`src/rtl/forward_hazard_unit.sv`:
```
`default_nettype none
// ============================================================================
// forward_hazard_unit
//   EX-stage operand bypass select and load-use stall generation.
//   Revision: 1.0
// ============================================================================
module forward_hazard_unit #(
  parameter int REG_W    = 3,
  parameter int DATA_W   = 16,
  parameter bit ZERO_REG = 1'b1
) (
  input  logic              clk,
  input  logic              rst,
  input  logic              IdValid,
  input  logic [REG_W-1:0]  IdRs,
  input  logic [REG_W-1:0]  IdRt,
  input  logic              IdUsesRs,
  input  logic              IdUsesRt,
  input  logic              IdWrites,
  input  logic [REG_W-1:0]  IdRd,
  input  logic              IdIsLoad,
  input  logic              DivStall,
  input  logic [DATA_W-1:0] MemResult,
  input  logic [DATA_W-1:0] WbResult,
  output logic              ForwardRs,
  output logic              ForwardRt,
  output logic [DATA_W-1:0] RsForwarding,
  output logic [DATA_W-1:0] RtForwarding,
  output logic              Stall
);

  localparam logic [1:0] c_SEL_NONE = 2'd0;
  localparam logic [1:0] c_SEL_MEM  = 2'd1;
  localparam logic [1:0] c_SEL_WB   = 2'd2;
  localparam logic [1:0] c_SEL_RET  = 2'd3;

  logic              ex_valid_q, ex_writes_q, ex_load_q;
  logic [REG_W-1:0]  ex_rd_q;
  logic              mem_valid_q, mem_writes_q, mem_load_q;
  logic [REG_W-1:0]  mem_rd_q;
  logic              wb_valid_q, wb_writes_q;
  logic [REG_W-1:0]  wb_rd_q;
  logic              ret_valid_q;
  logic [DATA_W-1:0] ret_data_q;
  logic [1:0]        sel_rs_q, sel_rt_q;
  logic [1:0]        sel_rs_d, sel_rt_d;

  logic w_lu;
  logic w_take;

  function automatic logic hit(input logic v, input logic w,
                               input logic [REG_W-1:0] rd,
                               input logic [REG_W-1:0] op,
                               input logic used);
    return v & w & used & (rd == op) & ~(ZERO_REG & (op == '0));
  endfunction

  // Slots are checked as they will be once the ID instruction reaches EX.
  function automatic logic [1:0] pick(input logic [REG_W-1:0] op, input logic used);
    if (hit(ex_valid_q, ex_writes_q, ex_rd_q, op, used))
      return c_SEL_MEM;
    else if (hit(mem_valid_q, mem_writes_q, mem_rd_q, op, used))
      return c_SEL_WB;
    else if (hit(wb_valid_q, wb_writes_q, wb_rd_q, op, used))
      return c_SEL_RET;
    return c_SEL_NONE;
  endfunction

  function automatic logic [DATA_W-1:0] bypass(input logic [1:0] sel);
    case (sel)
      c_SEL_MEM: return MemResult;
      c_SEL_WB:  return WbResult;
      c_SEL_RET: return ret_valid_q ? ret_data_q : '0;
      default:   return '0;
    endcase
  endfunction

  assign w_lu = IdValid & ex_load_q &
                (hit(ex_valid_q, ex_writes_q, ex_rd_q, IdRs, IdUsesRs) |
                 hit(ex_valid_q, ex_writes_q, ex_rd_q, IdRt, IdUsesRt));
  assign Stall  = w_lu & ~DivStall;
  assign w_take = IdValid & ~w_lu;

  always_comb begin
    sel_rs_d = c_SEL_NONE;
    sel_rt_d = c_SEL_NONE;
    if (w_take) begin
      sel_rs_d = pick(IdRs, IdUsesRs);
      sel_rt_d = pick(IdRt, IdUsesRt);
    end
  end

  always_ff @(posedge clk) begin
    if (rst) begin
      ex_valid_q   <= 1'b0;
      ex_writes_q  <= 1'b0;
      ex_load_q    <= 1'b0;
      ex_rd_q      <= '0;
      mem_valid_q  <= 1'b0;
      mem_writes_q <= 1'b0;
      mem_load_q   <= 1'b0;
      mem_rd_q     <= '0;
      wb_valid_q   <= 1'b0;
      wb_writes_q  <= 1'b0;
      wb_rd_q      <= '0;
      ret_valid_q  <= 1'b0;
      ret_data_q   <= '0;
      sel_rs_q     <= c_SEL_NONE;
      sel_rt_q     <= c_SEL_NONE;
    end else if (!DivStall) begin
      if (wb_valid_q && wb_writes_q) begin
        ret_valid_q <= 1'b1;
        ret_data_q  <= WbResult;
      end
      wb_valid_q   <= mem_valid_q;
      wb_writes_q  <= mem_writes_q;
      wb_rd_q      <= mem_rd_q;
      mem_valid_q  <= ex_valid_q;
      mem_writes_q <= ex_writes_q;
      mem_load_q   <= ex_load_q;
      mem_rd_q     <= ex_rd_q;
      ex_valid_q   <= w_take;
      ex_writes_q  <= w_take & IdWrites;
      ex_load_q    <= w_take & IdIsLoad;
      ex_rd_q      <= w_take ? IdRd : '0;
      sel_rs_q     <= sel_rs_d;
      sel_rt_q     <= sel_rt_d;
    end
  end

  // mem_load_q is kept for slot symmetry; a load is never bypassed from MEM.
  logic w_unused;
  assign w_unused = mem_load_q;

  assign ForwardRs    = (sel_rs_q != c_SEL_NONE);
  assign ForwardRt    = (sel_rt_q != c_SEL_NONE);
  assign RsForwarding = bypass(sel_rs_q);
  assign RtForwarding = bypass(sel_rt_q);

endmodule
`default_nettype wire

```
`config.mk`:
```
export PLATFORM = sky130hd
export DESIGN_NAME = forward_hazard_unit
export DESIGN_NICKNAME = d
export VERILOG_FILES = /design/src/rtl/forward_hazard_unit.sv
export SDC_FILE = /design/constraint.sdc
export NUM_CORES = 1
export LEC_CHECK = 0
export ABC_CLOCK_PERIOD_IN_PS = 3200
export BUFFER_PORTS_ARGS = -buffer_cell sky130_fd_sc_hd__buf_2
export CORE_MARGIN = 5
export CORE_UTILIZATION = 25
export CTS_BUF_LIST = sky130_fd_sc_hd__clkbuf_8
export CTS_CLUSTER_SIZE = 14
export DETAILED_ROUTE_END_ITERATION = 7
export SYNTH_ARGS = -nofsm -noshare
export SYNTH_HDL_FRONTEND = slang
export SYNTH_SLANG_ARGS = --single-unit
```
`constraint.sdc`:
```
create_clock -name clk -period 3.2 [get_ports clk]
set_clock_uncertainty 0.2 [all_clocks]
set_input_delay 0.64 -clock clk [delete_from_list [all_inputs] [get_ports clk]]
set_output_delay 0.64 -clock clk [all_outputs]
set_load 0.01 [all_outputs]
```
==> impl_metrics.tcl, run 1 <==
set metrics [dict create \
    switching_share_pct 23.85 \
    tns_ps 0 \
    hold_viol 0 \
    ctsResizeCount 0 \
    synth_common_cells "nand2_1 (61), o21ai_0 (44), dfxtp_1 (37)" \
    dp_hpwl_um 5289 \
    ant_nets 0 \
    yosysTopAreaCellShare_pct 30.16 \
    avgSynthCellArea_um2 6.997 \
    die_w_um 109.1 \
    ys_types 33 \
    netlist_area_um2 2456 \
    synthToLayoutAreaGrowth_pct 23.94 \
    outcome "complete, no violations" \
    path_buf_inv 2 \
    route.detailed.drc 0 \
    diodes 0 \
    critical_path_peak_fanout 6 \
    synthTopCellsByArea "dfxtp_1 (30%), a22o_1 (10%), nand2_1 (9.3%), o21ai_0 (9.0%), nand3_1 (6.9%)" \
    place.gp.congestion 0.9375 \
    routed_wl_um 7326 \
    power.share.clock_pct 35.9 \
    p_seq_share_pct 53.1 \
    rsz0062_at_grt "no" \
    setup-violations-final 0 \
    crit_required_ps 2360 \
    cts.clk_slew.worst_paths_ps 70 \
    finalPower_w 0.0008910 \
    viasPerCell 4.682 \
    crit_family "compound AO/OA/AOI/OAI gates" \
    yosysWarningCount 0 \
    grt_pass1_wl_um 11800 \
    max-vdd-ir-drop_uv 163.8 \
    synth_nets 400 \
    detailroute.via_count 2566 \
    crit_type "in2out" \
    overflow 0 \
    start_util_pct 25.36 \
    dr.first_iter.drc_count 151 \
    syn_inst 351 \
    startpoint_type "input port" \
    yosysTopAreaCell "dfxtp_1" \
    holdCritPathClass "reg2reg" \
    clkSinkCount 37 \
    power.switching_w 0.0002125 \
    critPathMaxStageDelay_ps 370 \
    intPower_w 0.0006785 \
    slowest_stage "or3b_1" \
    cts_max_path_buffers 2 \
    cts_made_buffers 5 \
    pwr-share-comb_pct 11.0 \
    postCtsSetupRepairBufs 0 \
    port-buffer-count 83 \
    yosysMostFrequentCell "nand2_1" \
    worstPathArrival_ps 2140 \
    htreeDepth 2 \
    maxSlewHeadroom_pct 39.21 \
    placementRows 36 \
    clock_latency_ps 280 \
    synthArstFlopShare_pct 0 \
    synth_seq_cells 37 \
    p_leak_nw 1.287 \
    cts_tree "done" \
    core_area_um2 9684 \
    synth_edf_count 0 \
    fin_crit_ps 2976 \
    worst_slew_pin_slew_ps 909.9 \
    whs_ps 273.6 \
    power-per-cell-area_nw_per_um2 292.7 \
    fillers 1066 \
    cts_root_buffer "clkbuf_8" \
    ios 84 \
    fp.dieH_um 109.1 \
    grt_usage_pct 12.33 \
    period_share_pct 92.99 \
    ys.flop_type "dfxtp_1" \
    synth_seq_area_share_pct 30.16 \
    cap_viol_max_count 0 \
    wl_per_cell_um 13.37 \
    antenna_found_initial 0 \
    cp_cell_sequence "buf_2, or3b_1, a211o_1, a21oi_2, o21ai_1, nor3b_1, buf_2" \
    drive_gt1_share_pct 24.34 \
    fmax_mhz 336.1 \
    crit_top_cell "buf_2" \
    grt_pass1_vias 2417 \
    crit_path_end_kind "primary output" \
    finalMaxSlewViolations 0 \
    fin_nets 464 \
    firstDrtPassIters 4 \
    ctsHoldBuffers 0 \
    grt_max_degree 41 \
    dieArea_um2 11910 \
]
==> per-stage QoR <==
stage               cells  setup WS [ps]  utilization (%)  area [µm²]
floorplan             351          328.3                -        2456
global placement      541          234.9            30.54        2958
detailed placement    541          234.1            30.54        2958
CTS                   548          227.8            31.43        3044
global route          548          69.49            31.43        3044
finish                548          224.5            31.43        3044
==> state kept, by name, summed over array words and instances, names as in the netlist <==
signal	cells
mem_rd_q	3
mem_writes_q	1
sel_rt_q	2
ret_data_q	16
ret_valid_q	1
ex_writes_q	1
ex_rd_q	3
wb_writes_q	1
ex_valid_q	1
wb_valid_q	1
ex_load_q	1
sel_rs_q	2
mem_valid_q	1
wb_rd_q	3
==> per-layer routing <==
metal	GRT usage [%]	share of wire, %
met1	15.66	45
met4	2.795	0.60
met2	21.49	48
met5	0	0
met3	2.368	6.9
==> worst register-to-register path: stages, from the launching register on <==
cell	delay [ps]
dfxtp_1	500
or3b_1	180
a211o_1	140
a21oi_2	70
o21ai_1	220
nor4bb_1	740
buf_4	260
a22o_1	130
==> logic make-up after synthesis <==
kind of cell	after synthesis	share of synthesized area (%)
muxes	10	4.076
xor gates and xnor gates	12	4.279
AOI/OAI and AO/OA	109	28.32
buffers and inverters	50	8.151
and+or+nand+nor	133	25.01
DFF	37	30.16
==> power by group through the flow <==
stage	combinational (W)	sequential, W	clock (W)
after global routing	0.000109	0.000474	0.000358
after CTS	0.0000980	0.000473	0.000339
after global placement	0.0000949	0.000484	0
after floorplan	0.0000538	0.000480	0
after detailed placement	0.0000978	0.000484	0
final	0.0000978	0.000473	0.000320
==> placed cells by master (no fill, tap or decap), types with 3 or more instances in the layout <==
cell / netlist / layout
buf_2: 4 / 83
nand2_1: 61 / 61
o21ai_0: 44 / 44
dfxtp_1: 37 / 37
nand3_1: 34 / 34
a22o_1: 29 / 29
a21oi_1: 24 / 24
inv_1: 16 / 17
nor2_1: 13 / 13
xnor2_1: 11 / 11
mux2i_1: 10 / 10
buf_4: 0 / 8
clkbuf_8: 0 / 6
nor3_1: 4 / 4
nor2b_1: 3 / 3
or2_2: 3 / 3
nor3b_1: 3 / 3
and3_1: 3 / 3
o2111ai_1: 3 / 3
==> worst paths after layout <==
path	startpoint	to	slack, ps	depth (start not counted)
setup reg to reg	ex_rd_q[1]	ex_rd_q[0]	710	7
hold reg to reg	ret_data_q[0]	ret_data_q[0]	270	2
setup / recovery	IdRt[0]	Stall	220	7
hold / removal	ret_data_q[0]	ret_data_q[0]	270	2
==> cell type report <==
class / count / area (µm²) / share of cell area [%]
clock buffers: 6 / 82.58 / 2.713
clock inverters: 1 / 3.754 / 0.1233
inverters: 16 / 60.06 / 1.973
multi-input cells: 264 / 1515 / 49.77
flip-flops and latches: 37 / 740.7 / 24.33
well taps: 133 / 166.4 / 5.467
repair buffers: 91 / 475.5 / 15.62
Note: power is estimated with default switching activity, not from simulation.
==> run 2, diff against run 1 <==
--- a/config.mk
+++ b/config.mk
@@ -12,6 +12,7 @@
 export CTS_BUF_LIST = sky130_fd_sc_hd__clkbuf_8
 export CTS_CLUSTER_SIZE = 14
 export DETAILED_ROUTE_END_ITERATION = 7
+export REMOVE_ABC_BUFFERS = 1
 export SYNTH_ARGS = -nofsm -noshare
 export SYNTH_HDL_FRONTEND = slang
 export SYNTH_SLANG_ARGS = --single-unit
==> run 2 against run 1 <==
Against the previous run: count of clock-buffer cells in the layout did not move; utilization increased by 0.72 points; hold slack lost 1.1 ps; global-route usage fell by 0.26 points; final area rose by 2.3%.
==> impl_metrics.tcl, run 2 (same netlist as run 1, synthesis figures left out) <==
set metrics [dict create \
    outcome "complete, no violations" \
    viasPerCell 4.808 \
    p_leak_nw 1.317 \
    fmax_mhz 335.8 \
    fp.dieH_um 109.1 \
    wl_per_cell_um 13.24 \
    cts_max_path_buffers 2 \
    dr.first_iter.drc_count 119 \
    max-vdd-ir-drop_uv 189.0 \
    regMostFlops "ret_data_q" \
    crit_top_cell "buf_2" \
    dp.cells 543 \
    crit_type "in2out" \
    grt_pass1_wl_um 11580 \
    tns_ps 0 \
    clock_latency_ps 290 \
    whs_endpoint "ret_data_q[1]" \
    reg2reg_to "sel_rt_q[0]" \
    cts_root_buffer "clkbuf_8" \
    period_share_pct 93.07 \
    port-buffer-count 83 \
    place.gp.congestion 0.8783 \
    power-per-cell-area_nw_per_um2 317.1 \
    startpoint_type "input port" \
    final_common_cell "buf_2" \
    rsz0062_at_grt "no" \
    cts_tree "done" \
    cts_made_buffers 5 \
    htreeDepth 2 \
    clkSinkCount 37 \
    routed_wl_um 7296 \
    start_util_pct 25.36 \
    grt_max_degree 31 \
    antenna_found_initial 0 \
    firstDrtPassIters 4 \
    r2r-start "ex_rd_q[1]" \
    crit_required_ps 2360 \
    crit_family "compound AO/OA/AOI/OAI gates" \
    cap_viol_max_count 0 \
    core_area_um2 9684 \
    ant_nets 0 \
    worst_slew_pin_slew_ps 640.9 \
    cp_cell_sequence "buf_2, or3b_1, a211o_1, a21oi_1, o21ai_1, nor3b_1, buf_2" \
    cts.clk_slew.worst_paths_ps 70 \
    die_w_um 109.1 \
    fin_nets 466 \
    layoutNonFillerInstCount 551 \
    hold_viol 0 \
    ctsHoldBuffers 0 \
    synthToLayoutAreaGrowth_pct 26.80 \
    postCtsSetupRepairBufs 0 \
    crit_path_end_kind "primary output" \
    route.detailed.drc 0 \
    finalPower_w 0.0009875 \
    critical_path_peak_fanout 6 \
    dp_hpwl_um 5530 \
    setup-violations-final 0 \
    fin_crit_ps 2978 \
    mostFrequentLayoutCells "buf_2 (83), nand2_1 (61), o21ai_0 (44), dfxtp_1 (37), nand3_1 (34)" \
    design_area_um2 3114 \
    finalMaxSlewViolations 0 \
    slowest_stage "or3b_1" \
    overflow 0 \
    critPathMaxStageDelay_ps 360 \
    worstPathArrival_ps 2140 \
    place_area_um2 2998 \
    rrSetupSlack_ps 920 \
    detailroute.via_count 2649 \
    holdCritPathClass "reg2reg" \
    min_delay_path_depth 2 \
    largest_reg_flops 16 \
    ctsResizeCount 0 \
    grt_pass1_vias 2484 \
    path_buf_inv 2 \
    dieArea_um2 11910 \
    placementRows 36 \
    rr_worst_depth 7 \
    maxSlewHeadroom_pct 57.21 \
    grt_usage_pct 12.07 \
    ios 84 \
    min_from "ret_data_q[1]" \
    diodes 0 \
    drive_gt1_share_pct 24.88 \
]
-- run 2: worst max path at each step --
| stage | start | end | slack (ps) | cells after the start |
|---|---|---|---|---|
| global placement | IdRs[2] | Stall | 220 | 7 |
| global route | IdRs[2] | Stall | 110 | 7 |
| floorplan | IdRt[1] | Stall | 480 | 5 |
| finish | IdRs[2] | Stall | 220 | 7 |
| detailed placement | IdRs[2] | Stall | 220 | 7 |
| CTS | IdRs[2] | Stall | 220 | 7 |
-- run 2: cell type report --
type,instances,area (µm²)
fill,1042,6570
sequential,37,740.7
timing repair buffer,93,515.5
multi-input combinational,264,1515
inverter,16,60.06
clock inverter,2,33.78
clock buffer,6,82.58
tap,133,166.4
-- run 2: report_power, final --
part / total [W] / internal (W) / switching, W
sequential: 0.000473 / 0.000465 / 0.00000764
combinational: 0.0000982 / 0.0000460 / 0.0000522
clock: 0.000416 / 0.000251 / 0.000165
total: 0.000988 / 0.000762 / 0.000225
-- run 2: layer usage --
metal  vias up  global-route usage (%)  wire, µm
li1       1356                       -         -
met1      1237                   15.27      3369
met2        49                   21.23      3621
met3         7                   1.776       254
met4         0                   3.336        51
met5         -                       0         0
-- run 2: worst min-delay path, cell delays in order (launching register included) --
cell	delay, ps
dfxtp_1	320
nand2_1	50
a21oi_1	50
-- run 2: per-stage QoR --
stage	hold slack [ps]	utilization (%)	setup slack (ps)
after floorplan	243.8	-	481.2
after global placement	257.7	30.96	219.7
after detailed placement	260.9	30.96	220.7
after CTS	273.8	32.16	219.4
after global routing	290.1	32.16	112.5
final	272.5	32.16	221.8
==> run 3, diff against run 2 <==
--- a/config.mk
+++ b/config.mk
@@ -5,7 +5,7 @@
 export SDC_FILE = /design/constraint.sdc
 export NUM_CORES = 1
 export LEC_CHECK = 0
-export ABC_CLOCK_PERIOD_IN_PS = 3200
+export ABC_CLOCK_PERIOD_IN_PS = 3050
 export BUFFER_PORTS_ARGS = -buffer_cell sky130_fd_sc_hd__buf_2
 export CORE_MARGIN = 5
 export CORE_UTILIZATION = 25
==> constraint.sdc (replaced) <==
create_clock -name clk -period 3.05 [get_ports clk]
set_clock_uncertainty 0.2 [all_clocks]
set_input_delay 0.61 -clock clk [delete_from_list [all_inputs] [get_ports clk]]
set_output_delay 0.61 -clock clk [all_outputs]
set_load 0.01 [all_outputs]
==> run 3 against run 2 <==
Against the previous run: via count decreased by 0.23%; first-iteration DRC count grew 28%; critical path type unchanged; largest cell class unchanged; flip-flop and latch count stayed put; setup slack got worse by 73 ps; cell count is 0.36% higher; sequential power is 5.1% higher; highest routed layer unchanged; utilization decreased by 0.065 points; global-route usage grew 0.27 points; combinational power up 6%; count of clock-buffer cells in the layout is the same.
==> impl_metrics.tcl, run 3 (same netlist as run 1, synthesis figures left out) <==
set metrics [dict create \
    wl_per_cell_um 13.54 \
    tns_ps 0 \
    antenna_found_initial 0 \
    dr.first_iter.drc_count 152 \
    worstPathArrival_ps 2090 \
    firstDrtPassIters 4 \
    detailroute.via_count 2643 \
    path_buf_inv 2 \
    cts.clk_slew.worst_paths_ps 70 \
    critPathMaxStageDelay_ps 370 \
    cts_root_buffer "clkbuf_8" \
    max-vdd-ir-drop_uv 183.4 \
    worst_slew_pin_slew_ps 656.1 \
    place.gp.congestion 0.8778 \
    htreeDepth 2 \
    grt_pass1_wl_um 11730 \
    cap_viol_max_count 0 \
    cts_max_path_buffers 2 \
    ios 84 \
    drive_gt1_share_pct 25.48 \
    grt_pass1_vias 2483 \
    cts_tree "done" \
    routed_wl_um 7486 \
    crit_required_ps 2240 \
    viasPerCell 4.779 \
    postCtsSetupRepairBufs 0 \
    startpoint_type "input port" \
    die_w_um 109.1 \
    ctsResizeCount 0 \
    maxSlewHeadroom_pct 55.66 \
    crit_top_cell "buf_2" \
    crit_family "compound AO/OA/AOI/OAI gates" \
    ant_nets 0 \
    grt_max_degree 41 \
    cp_cell_sequence "buf_2, or3b_1, a211o_1, a21oi_2, o21ai_1, nor3b_1, buf_2" \
    dp_hpwl_um 5545 \
    crit_type "in2out" \
    route.detailed.drc 0 \
    layoutNonFillerInstCount 553 \
    holdCritPathClass "reg2reg" \
    rsz0062_at_grt "no" \
    fp.dieH_um 109.1 \
    largest_reg_flops 16 \
    start_util_pct 25.36 \
    regMostFlops "ret_data_q" \
    final_common_cell "buf_2" \
    setup-violations-final 0 \
    clock_latency_ps 290 \
    diodes 0 \
    p_leak_nw 1.322 \
    crit_path_end_kind "primary output" \
    ctsHoldBuffers 0 \
    period_share_pct 95.12 \
    outcome "complete, no violations" \
    fin_crit_ps 2901 \
    power-per-cell-area_nw_per_um2 333.5 \
    overflow 0 \
    synthToLayoutAreaGrowth_pct 26.54 \
    cts_made_buffers 5 \
    dieArea_um2 11910 \
    port-buffer-count 83 \
    placementRows 36 \
    finalMaxSlewViolations 0 \
    clkSinkCount 37 \
    fmax_mhz 344.7 \
    dp.cells 545 \
    critical_path_peak_fanout 6 \
    slowest_stage "or3b_1" \
    mostFrequentLayoutCells "buf_2 (83), nand2_1 (61), o21ai_0 (44), dfxtp_1 (37), nand3_1 (34)" \
    hold_viol 0 \
    fin_nets 468 \
    core_area_um2 9684 \
    grt_usage_pct 12.35 \
]
-- run 3: changes by cell type in the layout (fill, tap and decap cells not counted), sizes merged --
| cell | change |
|---|---|
| buf | +2 |
-- run 3: final timing paths --
kind	from	endpoint	slack, ps	cells past startpoint
worst max-delay path	IdRs[2]	Stall	150	7
worst min register to register	ret_data_q[6]	ret_data_q[6]	270	2
worst min-delay path	ret_data_q[6]	ret_data_q[6]	270	2
worst max register to register	ex_rd_q[1]	sel_rs_q[0]	690	7
-- run 3: metal layers --
metal	wire [µm]	track usage [%]	up-vias	share of wire, %
met5	0	0	-	0
met4	63	3.246	0	0.84
met3	279	2.131	11	3.7
met2	3810	21.80	52	51
met1	3331	15.41	1218	44
li1	-	-	1362	-
-- run 3: worst register-to-register path, stage by stage, from the launching register on --
cell      delay, ps
dfxtp_1         500
or3b_1          180
a211o_1         140
a21oi_2          80
o21ai_1         210
nor4bb_1        630
buf_4           260
a22o_1          120
-- run 3: cell type report --
type / instances / area, µm²
inverter: 16 / 60.06
sequential: 37 / 740.7
fill: 1038 / 6576
clock buffer: 6 / 82.58
tap: 133 / 166.4
timing repair buffer: 95 / 505.5
clock inverter: 2 / 33.78
multi-input combinational: 264 / 1519
-- run 3: report_power, final --
group / total [W] / switching, W / internal [W]
Sequential: 0.000497 / 0.00000823 / 0.000488
Combinational: 0.000104 / 0.0000560 / 0.0000483
Clock: 0.000436 / 0.000173 / 0.000263
-- run 3: metrics by stage --
stage	hold WS [ps]	instance area [µm²]	power (W)	worst slack (ps)	util (%)
after floorplan	243.8	2316	0.0005461	391.2	-
after global placement	257.8	2988	0.0006090	124.5	30.85
after detailed placement	267.3	2988	0.0006117	98.46	30.85
after CTS	279.2	3104	0.001055	86.61	32.05
after global routing	296.6	3108	0.001089	64.74	32.09
final	274.8	3108	0.001037	148.9	32.09
